<file path="config.mk">
export PLATFORM = sky130hd
export DESIGN_NAME = ram_arbiter
export DESIGN_NICKNAME = d
export VERILOG_FILES = /design/src/rtl/ram_arbiter.sv
export SDC_FILE = /design/constraint.sdc
export NUM_CORES = 1
export LEC_CHECK = 0
export ABC_AREA = 1
export BUFFER_PORTS_ARGS = -buffer_cell sky130_fd_sc_hd__buf_2
export CAP_MARGIN = 20
export CORE_AREA = 2 2 107 109
export CTS_CLUSTER_DIAMETER = 120
export CTS_CLUSTER_SIZE = 12
export DETAILED_ROUTE_END_ITERATION = 6
export DIE_AREA = 0 0 109 111
export PLACE_DENSITY = 0.7
export SYNTH_ARGS = -nofsm -noshare
export SYNTH_HDL_FRONTEND = slang
export SYNTH_SLANG_ARGS = --single-unit
</file>
<file path="constraint.sdc">
create_clock -name clk -period 6.9 [get_ports clk]
set_input_delay 2.07 -clock clk [delete_from_list [all_inputs] [get_ports clk]]
set_output_delay 2.07 -clock clk [all_outputs]
set_load 0.005 [all_outputs]
</file>
<file path="src/rtl/ram_arbiter.sv">
// ram_arbiter: shares one rambus port between instruction fetch (I, read-only)
// and load/store (D, read/write).
//
// Ports:
//   clk, rst_n          system clock, asynchronous active-low reset
//   i_req/i_addr        fetch request; i_gnt accepts it in the same cycle
//   i_rvalid/i_rdata/i_err  registered fetch response, one cycle after i_gnt
//   d_req/d_we/d_addr/d_wdata/d_wstrb  load/store request; d_gnt accepts it
//   d_rvalid/d_rdata/d_err  registered load/store response, one cycle after d_gnt
//   ram_addr/ram_wdata/ram_re/ram_we/ram_wstrb  rambus request, driven in grant cycle
//   ram_rdata           rambus read data (combinational read of ram_addr)
//
// Accesses outside [BASE_ADDR, END_ADDR) are granted but never reach the
// rambus; they complete with err=1 and rdata=0. Conflicts alternate between
// the two requesters. Address bits [1:0] are ignored by the word-wide rambus.

package typepkg;
    localparam logic [31:0] RAM_BASE_ADDR = 32'h0001_0000;
    localparam logic [31:0] RAM_END_ADDR  = 32'h0002_0000;
endpackage

module ram_arbiter #(
    parameter logic [31:0] BASE_ADDR = typepkg::RAM_BASE_ADDR,
    parameter logic [31:0] END_ADDR  = typepkg::RAM_END_ADDR
) (
    input  logic        clk,
    input  logic        rst_n,

    input  logic        i_req,
    input  logic [31:0] i_addr,
    output logic        i_gnt,
    output logic        i_rvalid,
    output logic [31:0] i_rdata,
    output logic        i_err,

    input  logic        d_req,
    input  logic        d_we,
    input  logic [31:0] d_addr,
    input  logic [31:0] d_wdata,
    input  logic [3:0]  d_wstrb,
    output logic        d_gnt,
    output logic        d_rvalid,
    output logic [31:0] d_rdata,
    output logic        d_err,

    output logic [31:0] ram_addr,
    output logic [31:0] ram_wdata,
    output logic        ram_re,
    output logic        ram_we,
    output logic [3:0]  ram_wstrb,
    input  logic [31:0] ram_rdata
);

    // Side that won the most recent grant; the other side wins a conflict.
    typedef enum logic {
        LAST_D = 1'b0,
        LAST_I = 1'b1
    } rr_e;

    rr_e         rr_q, rr_d;

    logic        i_rvalid_q, i_rvalid_d;
    logic [31:0] i_rdata_q,  i_rdata_d;
    logic        i_err_q,    i_err_d;
    logic        d_rvalid_q, d_rvalid_d;
    logic [31:0] d_rdata_q,  d_rdata_d;
    logic        d_err_q,    d_err_d;

    logic        sel_d;
    logic        gnt_any;
    logic        acc_we;
    logic        in_win;
    logic [31:0] acc_addr;
    logic [31:0] resp_rdata;

    // NOTE: every combinational output gets a default before any branch so
    // no path leaves a signal unassigned, which would infer a latch.
    always_comb begin
        // Grant: D wins when alone, or in a conflict if I went last.
        sel_d    = d_req && (!i_req || (rr_q == LAST_I));
        d_gnt    = sel_d;
        i_gnt    = i_req && !sel_d;
        gnt_any  = i_req || d_req;

        acc_addr = sel_d ? d_addr : i_addr;
        acc_we   = sel_d && d_we;
        in_win   = (acc_addr >= BASE_ADDR) && (acc_addr < END_ADDR);

        ram_addr  = acc_addr;
        ram_wdata = d_wdata;
        ram_re    = gnt_any && in_win && !acc_we;
        ram_we    = gnt_any && in_win && acc_we;
        ram_wstrb = ram_we ? d_wstrb : 4'b0000;

        rr_d = rr_q;
        if (sel_d) begin
            rr_d = LAST_D;
        end else if (i_req) begin
            rr_d = LAST_I;
        end

        // Writes and out-of-window accesses return zero data.
        resp_rdata = (in_win && !acc_we) ? ram_rdata : 32'h0;

        // Response fields only change on a grant so they hold between pulses.
        i_rvalid_d = i_gnt;
        i_rdata_d  = i_gnt ? resp_rdata : i_rdata_q;
        i_err_d    = i_gnt ? !in_win    : i_err_q;
        d_rvalid_d = d_gnt;
        d_rdata_d  = d_gnt ? resp_rdata : d_rdata_q;
        d_err_d    = d_gnt ? !in_win    : d_err_q;
    end

    // NOTE: state registers use non-blocking assignments so every flop
    // samples the pre-edge values regardless of block evaluation order.
    always_ff @(posedge clk or negedge rst_n) begin
        if (!rst_n) begin
            rr_q       <= LAST_I;
            i_rvalid_q <= 1'b0;
            i_rdata_q  <= 32'h0;
            i_err_q    <= 1'b0;
            d_rvalid_q <= 1'b0;
            d_rdata_q  <= 32'h0;
            d_err_q    <= 1'b0;
        end else begin
            rr_q       <= rr_d;
            i_rvalid_q <= i_rvalid_d;
            i_rdata_q  <= i_rdata_d;
            i_err_q    <= i_err_d;
            d_rvalid_q <= d_rvalid_d;
            d_rdata_q  <= d_rdata_d;
            d_err_q    <= d_err_d;
        end
    end

    assign i_rvalid = i_rvalid_q;
    assign i_rdata  = i_rdata_q;
    assign i_err    = i_err_q;
    assign d_rvalid = d_rvalid_q;
    assign d_rdata  = d_rdata_q;
    assign d_err    = d_err_q;

endmodule

</file>
==> metrics.yaml, run 1 <==
status:
  status: "finished, final reports clean"
floorplan:
  start_util_pct: 34.1
  fp.dieH_um: 111
  fp.coreArea_um2: 11100
  die_width_um: 109
  io_pins: 277
  num_rows: 39
  dieArea_um2: 12100
flow_run:
  cap_viol_max_count: 0
critical_path:
  slowest_delay_ns: 0.39
  crit_chain: "buf_2, nand2_4, o21ai_0, nand4_1, nor2_1, nand3_1, nor2_1, buf_2"
  worstPathRequired_ns: 4.83
  r2r_start: "rr_q$_DFFE_PN1P_"
  crit_family: "simple AND/OR/NAND/NOR gates"
  cp_num_buf_inv: 2
  cp-start-kind: "input pin"
  crit_fanout: 36
  critPathArrivalTime_ns: 3.75
  setup.worst_path.class: "input pin to output port"
  startpoint: "d_req"
  end_kind: "output port"
  slowest_stage: "o21ai_0"
timing:
  fmax_mhz: 172
  grt_setup_unrepaired: "false"
  tns_ns: 0
  setup_viol: 0
  fin_crit_sh_pct: 84.3
  finalClockSkew_ns: 0.00611
  worst_pin_slew_ns: 0.887
  slew_viol_final: 0
  fin_crit_ns: 5.82
  slew_headroom_pct: 40.8
  hold_viol: 0
  finalHoldWorstSlack_ns: 0.474
global_route:
  antenna_found_initial: 0
  grt_pass1_wl_um: 18700
  overflow: 0
  grt_max_degree: 70
  grt_pass1_vias: 3707
  grt_usage_pct: 19.8
final_layout:
  drive_gt1_share_pct: 36.1
  area_delta_synth_final_pct: 31.1
  layout_commonest_cell: "nand2_1"
  final_cell_mix: "219 x nand2_1, 211 x buf_2, 68 x nand4_1, 68 x dfrtp_1, 39 x inv_1"
  num-nets-final: 801
  antennaDiodeCount: 0
min_path:
  holdCritStartpoint: "d_rdata[10]$_DFFE_PN0N_"
  hp-class: "flip-flop to flip-flop"
yosys:
  synth_cell_type_count: 18
  yosysSeqAreaShare_pct: 45.8
  syn_area_per_cell_um2: 7.53
  yosysWarnings: 0
  synth-seq-cells: 69
  syn_nets: 638
  postSynthCellCount: 501
  synth.cell_area_um2: 3770
placement:
  globalplace.congestion: 0.855
  hpwlAfterDp_um: 8330
  portBuffers: 212
cts:
  cts_buffers: 9
  h-tree-depth: 3
  clk_latency_ns: 0.32
  clk_pin_slew_ns: 0.05
  clockRootBuffer: "clkbuf_16"
  cts_setup_buffers: 0
  cts_hold_buf: 0
  ctsResizeCount: 0
  clock-sinks: 69
  cts_tree: "built"
  cts_max_path_buffers: 2
pwr:
  cellInternalPower_uw: 752
  power_uw: 1030
  p_seq_share_pct: 40.0
  vdd_drop_max_mv: 0.0911
  p_leak_uw: 0.00315
  swShare_pct: 26.7
  combinationalPowerShare_pct: 14.9
  p_per_area_nw_per_um2: 207
  power_switching_uw: 274
  clockPowerShare_pct: 45.1
detailed_routing:
  route.detailed.drc: 0
  num_vias: 3865
  wl_um: 11800
  drt-wirelength-per-cell_um: 14.5
  viasPerCell: 4.77
  first_iter_violations: 223
  dr.pass1.iters: 4
  ant_nets: 0
==> cell usage after synthesis <==
master / number / area, µm²
inv_1: 39 / 146
nand4_1: 68 / 425
nand3_1: 4 / 20.0
nand3b_1: 13 / 97.6
dfrtp_1: 68 / 1700
nor2_1: 12 / 45.0
o21ai_0: 4 / 20.0
nand2_1: 219 / 822
nor2_2: 1 / 6.26
clkbuf_1: 17 / 63.8
nand2_4: 2 / 22.5
a21oi_1: 1 / 5.00
buf_4: 34 / 255
buf_1: 5 / 18.8
buf_2: 4 / 20.0
dfstp_2: 1 / 26.3
inv_2: 3 / 11.3
buf_6: 6 / 67.6
==> per-layer routing <==
layer | share of wire (%) | up-vias | wire (µm) | track usage [%]
met5 | 0 | - | 0 | 0
met4 | 2.0 | 0 | 231 | 6.41
met3 | 6.5 | 22 | 760 | 4.12
met2 | 51 | 176 | 6040 | 34.6
met1 | 40 | 1773 | 4730 | 23.9
li1 | - | 1894 | - | -
==> metrics by stage <==
stage	instances	utilization [%]	setup slack (ns)	cell area, µm²
2_1_floorplan	501	-	1.58	3770
3_3_place_gp	796	42.0	1.16	4650
3_5_place_dp	796	42.0	1.06	4650
4_1_cts	811	44.7	1.05	4950
5_1_grt	811	44.7	0.801	4950
6_report	811	44.7	1.08	4950
==> layout make-up <==
type	instances	area, µm²
fillers	1143	6130
flip-flops and latches	69	1730
multi-input cells	324	1480
repair buffers	218	1110
clock buffers	10	239
well taps	143	179
inverters	42	158
clock inverters	5	61.3
==> cell families (layout without fill, tap and decap cells) <==
kind of cell,after synthesis,in the layout,share of synthesized area [%]
compound gates,5,5,0.663
flops,69,69,45.8
simple gates,319,319,38.1
buf+inv,108,275,15.4
==> power groups by stage <==
stage | registers [µW] | clock network (µW) | logic, µW
floorplan | 418 | 0 | 87.8
global placement | 417 | 0 | 155
detailed placement | 417 | 0 | 154
CTS | 410 | 476 | 155
global route | 410 | 494 | 173
finish | 410 | 463 | 153
==> worst reg2reg max path: cells and delay by family (launching register included) <==
| family | cells | cell delay (ns) |
|---|---|---|
| flip-flops | 1 | 0.52 |
| AO/OA/AOI/OAI | 1 | 0.21 |
| buffers and inverters | 5 | 1.62 |
| AND/OR/NAND/NOR | 3 | 0.49 |
==> path summary, 6_finish.rpt <==
check,slack [ns],cells after the start,endpoint
min in group asynchronous,1.87,1,i_rvalid$_DFF_PN0_
min,0.47,2,d_rdata[10]$_DFFE_PN0N_
min reg2reg,0.47,2,d_rdata[10]$_DFFE_PN0N_
max,1.08,8,ram_wstrb[1]
max in group asynchronous,4.46,1,i_rdata[31]$_DFFE_PN0P_
max reg2reg,3.91,9,i_err$_DFFE_PN0P_
==> state kept, by name (all words and copies together), names as in the netlist <==
register,cells
d_rdata,32
i_err,1
i_rvalid,1
i_rdata,32
d_err,1
rr_q,1
d_rvalid,1
(Power assumes the default switching activity.)
==> inputs of run 2 (changes only) <==
- CORE_AREA: 2 2 107 109 -> 2 2 108 110
- DIE_AREA: 0 0 109 111 -> 0 0 110 112
- PLACE_DENSITY: 0.7 -> 0.72
- clock period: 6.9 -> 5.1 ns (I/O delays scaled with it)
==> run 2 against run 1 <==
Via count rose by 1.1%. Global-route usage is 0.38 points lower. Combinational power is 37% higher. Setup slack lost 0.69 ns. Final area is 1.1% higher. Highest routed layer unchanged. Non-clock buffer count is 2 higher. Wire length is 2.1% higher. First-iteration DRC count is 4.0% lower. Power increased by 43%. Clock skew up 0.0012 ns. Sequential share of layout area is 0.39 points lower.
==> metrics.yaml, run 2 (same netlist as run 1, synthesis figures left out) <==
status:
  status: "finished, final reports clean"
detailed_routing:
  dr_wl_met3_um: 983
  ant_nets: 0
  met1_length_um: 4840
  num_vias: 3907
  wl_um: 12000
  viasPerCell: 4.81
  wl_met2_um: 6070
  first_iter_violations: 214
  route.detailed.drc: 0
  drt-wirelength-per-cell_um: 14.8
  highest_layer: "met4"
  dr.pass1.iters: 5
floorplan:
  die_width_um: 110
  fp.dieH_um: 112
  fp.coreArea_um2: 11200
  start_util_pct: 33.8
  io_pins: 277
  num_rows: 39
  dieArea_um2: 12300
critical_path:
  slowest_stage: "o21ai_0"
  critPathArrivalTime_ns: 3.17
  setup.worst_path.class: "input pin to output port"
  crit_fanout: 25
  cp-start-kind: "input pin"
  cp_num_buf_inv: 2
  crit_chain: "buf_2, nand2_4, o21ai_0, nand4_1, nor2_1, nand3_1, nor2_1, buf_2"
  worstPathRequired_ns: 3.57
  crit_family: "simple AND/OR/NAND/NOR gates"
  slowest_delay_ns: 0.37
  end_kind: "output port"
pwr:
  p_leak_uw: 0.00318
  combinationalPowerShare_pct: 14.3
  power_switching_uw: 364
  cellInternalPower_uw: 1100
  p_per_area_nw_per_um2: 293
  swShare_pct: 24.8
  clockPowerShare_pct: 47.9
  power_uw: 1470
  vdd_drop_max_mv: 0.120
  p_seq_share_pct: 37.8
placement:
  globalplace.congestion: 0.882
  portBuffers: 212
  hpwlAfterDp_um: 8660
global_route:
  grt_pass1_vias: 3803
  overflow: 0
  grt_pass1_wl_um: 18600
  grt_usage_pct: 19.4
  antenna_found_initial: 0
  grt_max_degree: 70
timing:
  tns_ns: 0
  finalClockSkew_ns: 0.00727
  worst_pin_slew_ns: 0.877
  fmax_mhz: 213
  slew_viol_final: 0
  setup_viol: 0
  fin_crit_ns: 4.70
  fin_crit_sh_pct: 92.3
  hold_viol: 0
  grt_setup_unrepaired: "false"
  slew_headroom_pct: 41.6
final_layout:
  drive_gt1_share_pct: 36.1
  nFillCells: 1180
  seqCellArea_um2: 1730
  num-nets-final: 803
  multi_input_area_um2: 1480
  layout_commonest_cell: "nand2_1"
  final_cell_mix: "219 x nand2_1, 211 x buf_2, 68 x nand4_1, 68 x dfrtp_1, 39 x inv_1"
  antennaDiodeCount: 0
  area_delta_synth_final_pct: 32.6
  final_core_util_pct: 44.8
cts:
  cts_tree: "built"
  cts_hold_buf: 0
  cts_setup_buffers: 0
  cts_buffers: 9
  clk_pin_slew_ns: 0.06
  ctsResizeCount: 0
  cts_max_path_buffers: 2
  clk_latency_ns: 0.32
  clockRootBuffer: "clkbuf_16"
  clock-sinks: 69
  h-tree-depth: 3
min_path:
  hp-class: "flip-flop to flip-flop"
flow_run:
  cap_viol_max_count: 0
## run 2: worst paths after layout
kind / start / cells after the start / endpoint / slack, ns
setup / recovery: d_req / 8 / ram_wstrb[1] / 0.40
min in group asynchronous: rst_n / 1 / i_rdata[22]$_DFFE_PN0P_ / 1.33
max in group asynchronous: rst_n / 1 / i_rdata[10]$_DFFE_PN0P_ / 3.20
hold reg to reg: d_rdata[1]$_DFFE_PN0N_ / 2 / d_rdata[1]$_DFFE_PN0N_ / 0.47
setup reg to reg: rr_q$_DFFE_PN1P_ / 11 / i_rdata[5]$_DFFE_PN0P_ / 2.39
hold / removal: d_rdata[1]$_DFFE_PN0N_ / 2 / d_rdata[1]$_DFFE_PN0N_ / 0.47
## run 2: power groups by stage
stage	Clock, µW	Combinational, µW	Sequential (µW)
global route	743	234	556
global placement	0	210	565
floorplan	0	119	565
CTS	720	212	555
finish	703	210	555
detailed placement	0	211	565
## run 2: per-layer routing
metal  global-route usage [%]  up-vias
li1                         -     1896
met4                     5.82        0
met5                        0        -
met3                     4.68       15
met2                     33.7      193
met1                     23.4     1803
## run 2: per-stage QoR
stage                     hold slack [ns]  instance area, µm²  worst slack (ns)  std cells
after global placement              0.459                4680             0.533        798
after floorplan                     0.473                3770             0.859        501
after detailed placement            0.460                4680             0.416        798
final                               0.469                5010             0.395        813
after global routing                0.491                5010             0.124        813
after CTS                           0.476                5010             0.410        813
## run 2: tightest hold or removal path: cells and delay by family (launching register included)
family	cells	cell delay, ns
AND/OR/NAND/NOR	2	0.10
flip-flops	1	0.34
## run 2: layout make-up
cell class                      instances  area share, %
Clock buffer                           10           4.57
Clock inverter                          5           2.00
Inverter                               42           3.15
Multi-Input combinational cell        324           29.5
Sequential cell                        69           34.5
Tap cell                              143           3.57
Timing Repair Buffer                  220           22.7
==> inputs of run 3 (changes only) <==
- REMOVE_ABC_BUFFERS: unset -> 1
==> run 3 against run 2 <==
Combinational power about the same. Largest cell class unchanged. Critical path type unchanged. Core utilization down 0.30 points. Largest power group unchanged. Worst hold slack better by 0.0013 ns. Non-clock buffer count rose by 1. Die area is the same.
==> metrics.yaml, run 3 (same netlist as run 1, synthesis figures left out) <==
status:
  status: "finished, final reports clean"
flow_run:
  cap_viol_max_count: 0
detailed_routing:
  wl_um: 13200
  route.detailed.drc: 0
  first_iter_violations: 245
  drt-wirelength-per-cell_um: 16.2
  num_vias: 4046
  dr.pass1.iters: 5
  viasPerCell: 4.96
  ant_nets: 0
timing:
  fmax_mhz: 212
  finalClockSkew_ns: 0.00724
  hold_viol: 0
  setup_viol: 0
  slew_headroom_pct: 42.8
  fin_crit_sh_pct: 92.4
  slew_viol_final: 0
  grt_setup_unrepaired: "false"
  worst_pin_slew_ns: 0.858
  fin_crit_ns: 4.71
pwr:
  p_leak_uw: 0.00317
  power_uw: 1350
  p_per_area_nw_per_um2: 272
  vdd_drop_max_mv: 0.170
floorplan:
  num_rows: 39
  dieArea_um2: 12300
  start_util_pct: 33.8
  die_width_um: 110
  fp.dieH_um: 112
  fp.coreArea_um2: 11200
  io_pins: 277
critical_path:
  cp_num_buf_inv: 2
  crit_chain: "buf_2, nand2_4, nand2_4, o21ai_0, nand4_1, nor2_1, nand3_1, nor2_1, buf_2"
  r2r_start: "rr_q$_DFFE_PN1P_"
  cp-start-kind: "input pin"
  rrSetupSlack_ns: 2.40
  end_kind: "output port"
  slowest_delay_ns: 0.33
  crit_family: "simple AND/OR/NAND/NOR gates"
  slowest_stage: "o21ai_0"
  crit_fanout: 24
  r2r_cells: 11
  crit_cells: 9
  critPathArrivalTime_ns: 3.18
  rr_endpoint: "d_rdata[28]$_DFFE_PN0N_"
  setup.worst_path.class: "input pin to output port"
  worstPathRequired_ns: 3.57
global_route:
  overflow: 0
  grt_pass1_wl_um: 19800
  grt_pass1_vias: 3734
  grt_usage_pct: 21.4
  antenna_found_initial: 1
  grt_max_degree: 70
min_path:
  holdCritStartpoint: "d_rdata[4]$_DFFE_PN0N_"
  hold_end: "d_rdata[4]$_DFFE_PN0N_"
  min_path_cells: 2
  hp-class: "flip-flop to flip-flop"
cts:
  clock-sinks: 69
  clockRootBuffer: "clkbuf_16"
  cts_tree: "built"
  cts_max_path_buffers: 2
  cts_setup_buffers: 0
  clk_latency_ns: 0.33
  cts_buffers: 9
  clk_pin_slew_ns: 0.05
  cts_hold_buf: 0
  h-tree-depth: 3
  ctsResizeCount: 0
final_layout:
  layout_commonest_cell: "nand2_1"
  antennaDiodeCount: 0
  nFillCells: 1160
  area_delta_synth_final_pct: 31.7
  final_cell_mix: "219 x nand2_1, 211 x buf_2, 68 x nand4_1, 68 x dfrtp_1, 39 x inv_1"
  drive_gt1_share_pct: 36.5
  final_cell_area_um2: 4970
  num-nets-final: 804
placement:
  hpwlAfterDp_um: 9570
  globalplace.congestion: 0.860
  portBuffers: 212
  dpl_cell_area_um2: 4680
run 3: area by class of cell:
| type | count | area, µm² | share of cell area, % |
|---|---|---|---|
| clock buffer | 11 | 253 | 5.08 |
| clock inverter | 5 | 35.0 | 0.705 |
| inverter | 42 | 158 | 3.17 |
| multi-input combinational | 324 | 1480 | 29.7 |
| sequential | 69 | 1730 | 34.8 |
| tap | 143 | 179 | 3.60 |
| timing repair buffer | 221 | 1140 | 23.0 |
run 3: worst reg2reg max path: stages (launching register included):
cell and delay, ns:
dfstp_2 0.52, inv_2 0.05, nand2_4 0.16, nand2_4 0.19
o21ai_0 0.34, nand2_1 0.09, nor2_1 0.11, nand2_1 0.09
nor2_4 0.57, buf_12 0.29, nand4_1 0.13, nand2_1 0.10
run 3: worst max-delay path by stage:
stage | start | to | slack (ns)
finish | i_req | ram_wstrb[3] | 0.39
global route | i_req | ram_wstrb[3] | 0.09
CTS | i_req | ram_wstrb[3] | 0.34
detailed placement | i_req | ram_wstrb[3] | 0.34
global placement | i_req | ram_wstrb[3] | 0.47
floorplan | i_req | i_gnt | -0.04
run 3: routing by layer:
metal	vias to the layer above	global-route usage, %	share of wire, %
li1	1909	-	-
met5	-	5.46	0.59
met2	221	32.4	45
met3	19	11.0	13
met4	4	5.49	1.1
met1	1893	26.3	40
run 3: where the power goes:
part	switching (µW)	leakage [µW]	internal, µW
logic	132	0.00207	77.0
registers	1.98	0.000952	553
clock network	232	0.000141	355
total	366	0.00317	985
run 3: through the flow:
stage	setup WS (ns)	instances	TNS, ns	util, %	hold WS [ns]
after floorplan	-0.0361	435	-0.0361	-	0.473
after global placement	0.469	799	0	41.9	0.458
after detailed placement	0.345	799	0	41.9	0.461
after CTS	0.341	815	0	44.5	0.476
after global routing	0.0856	815	0	44.5	0.484
final	0.385	815	0	44.5	0.471
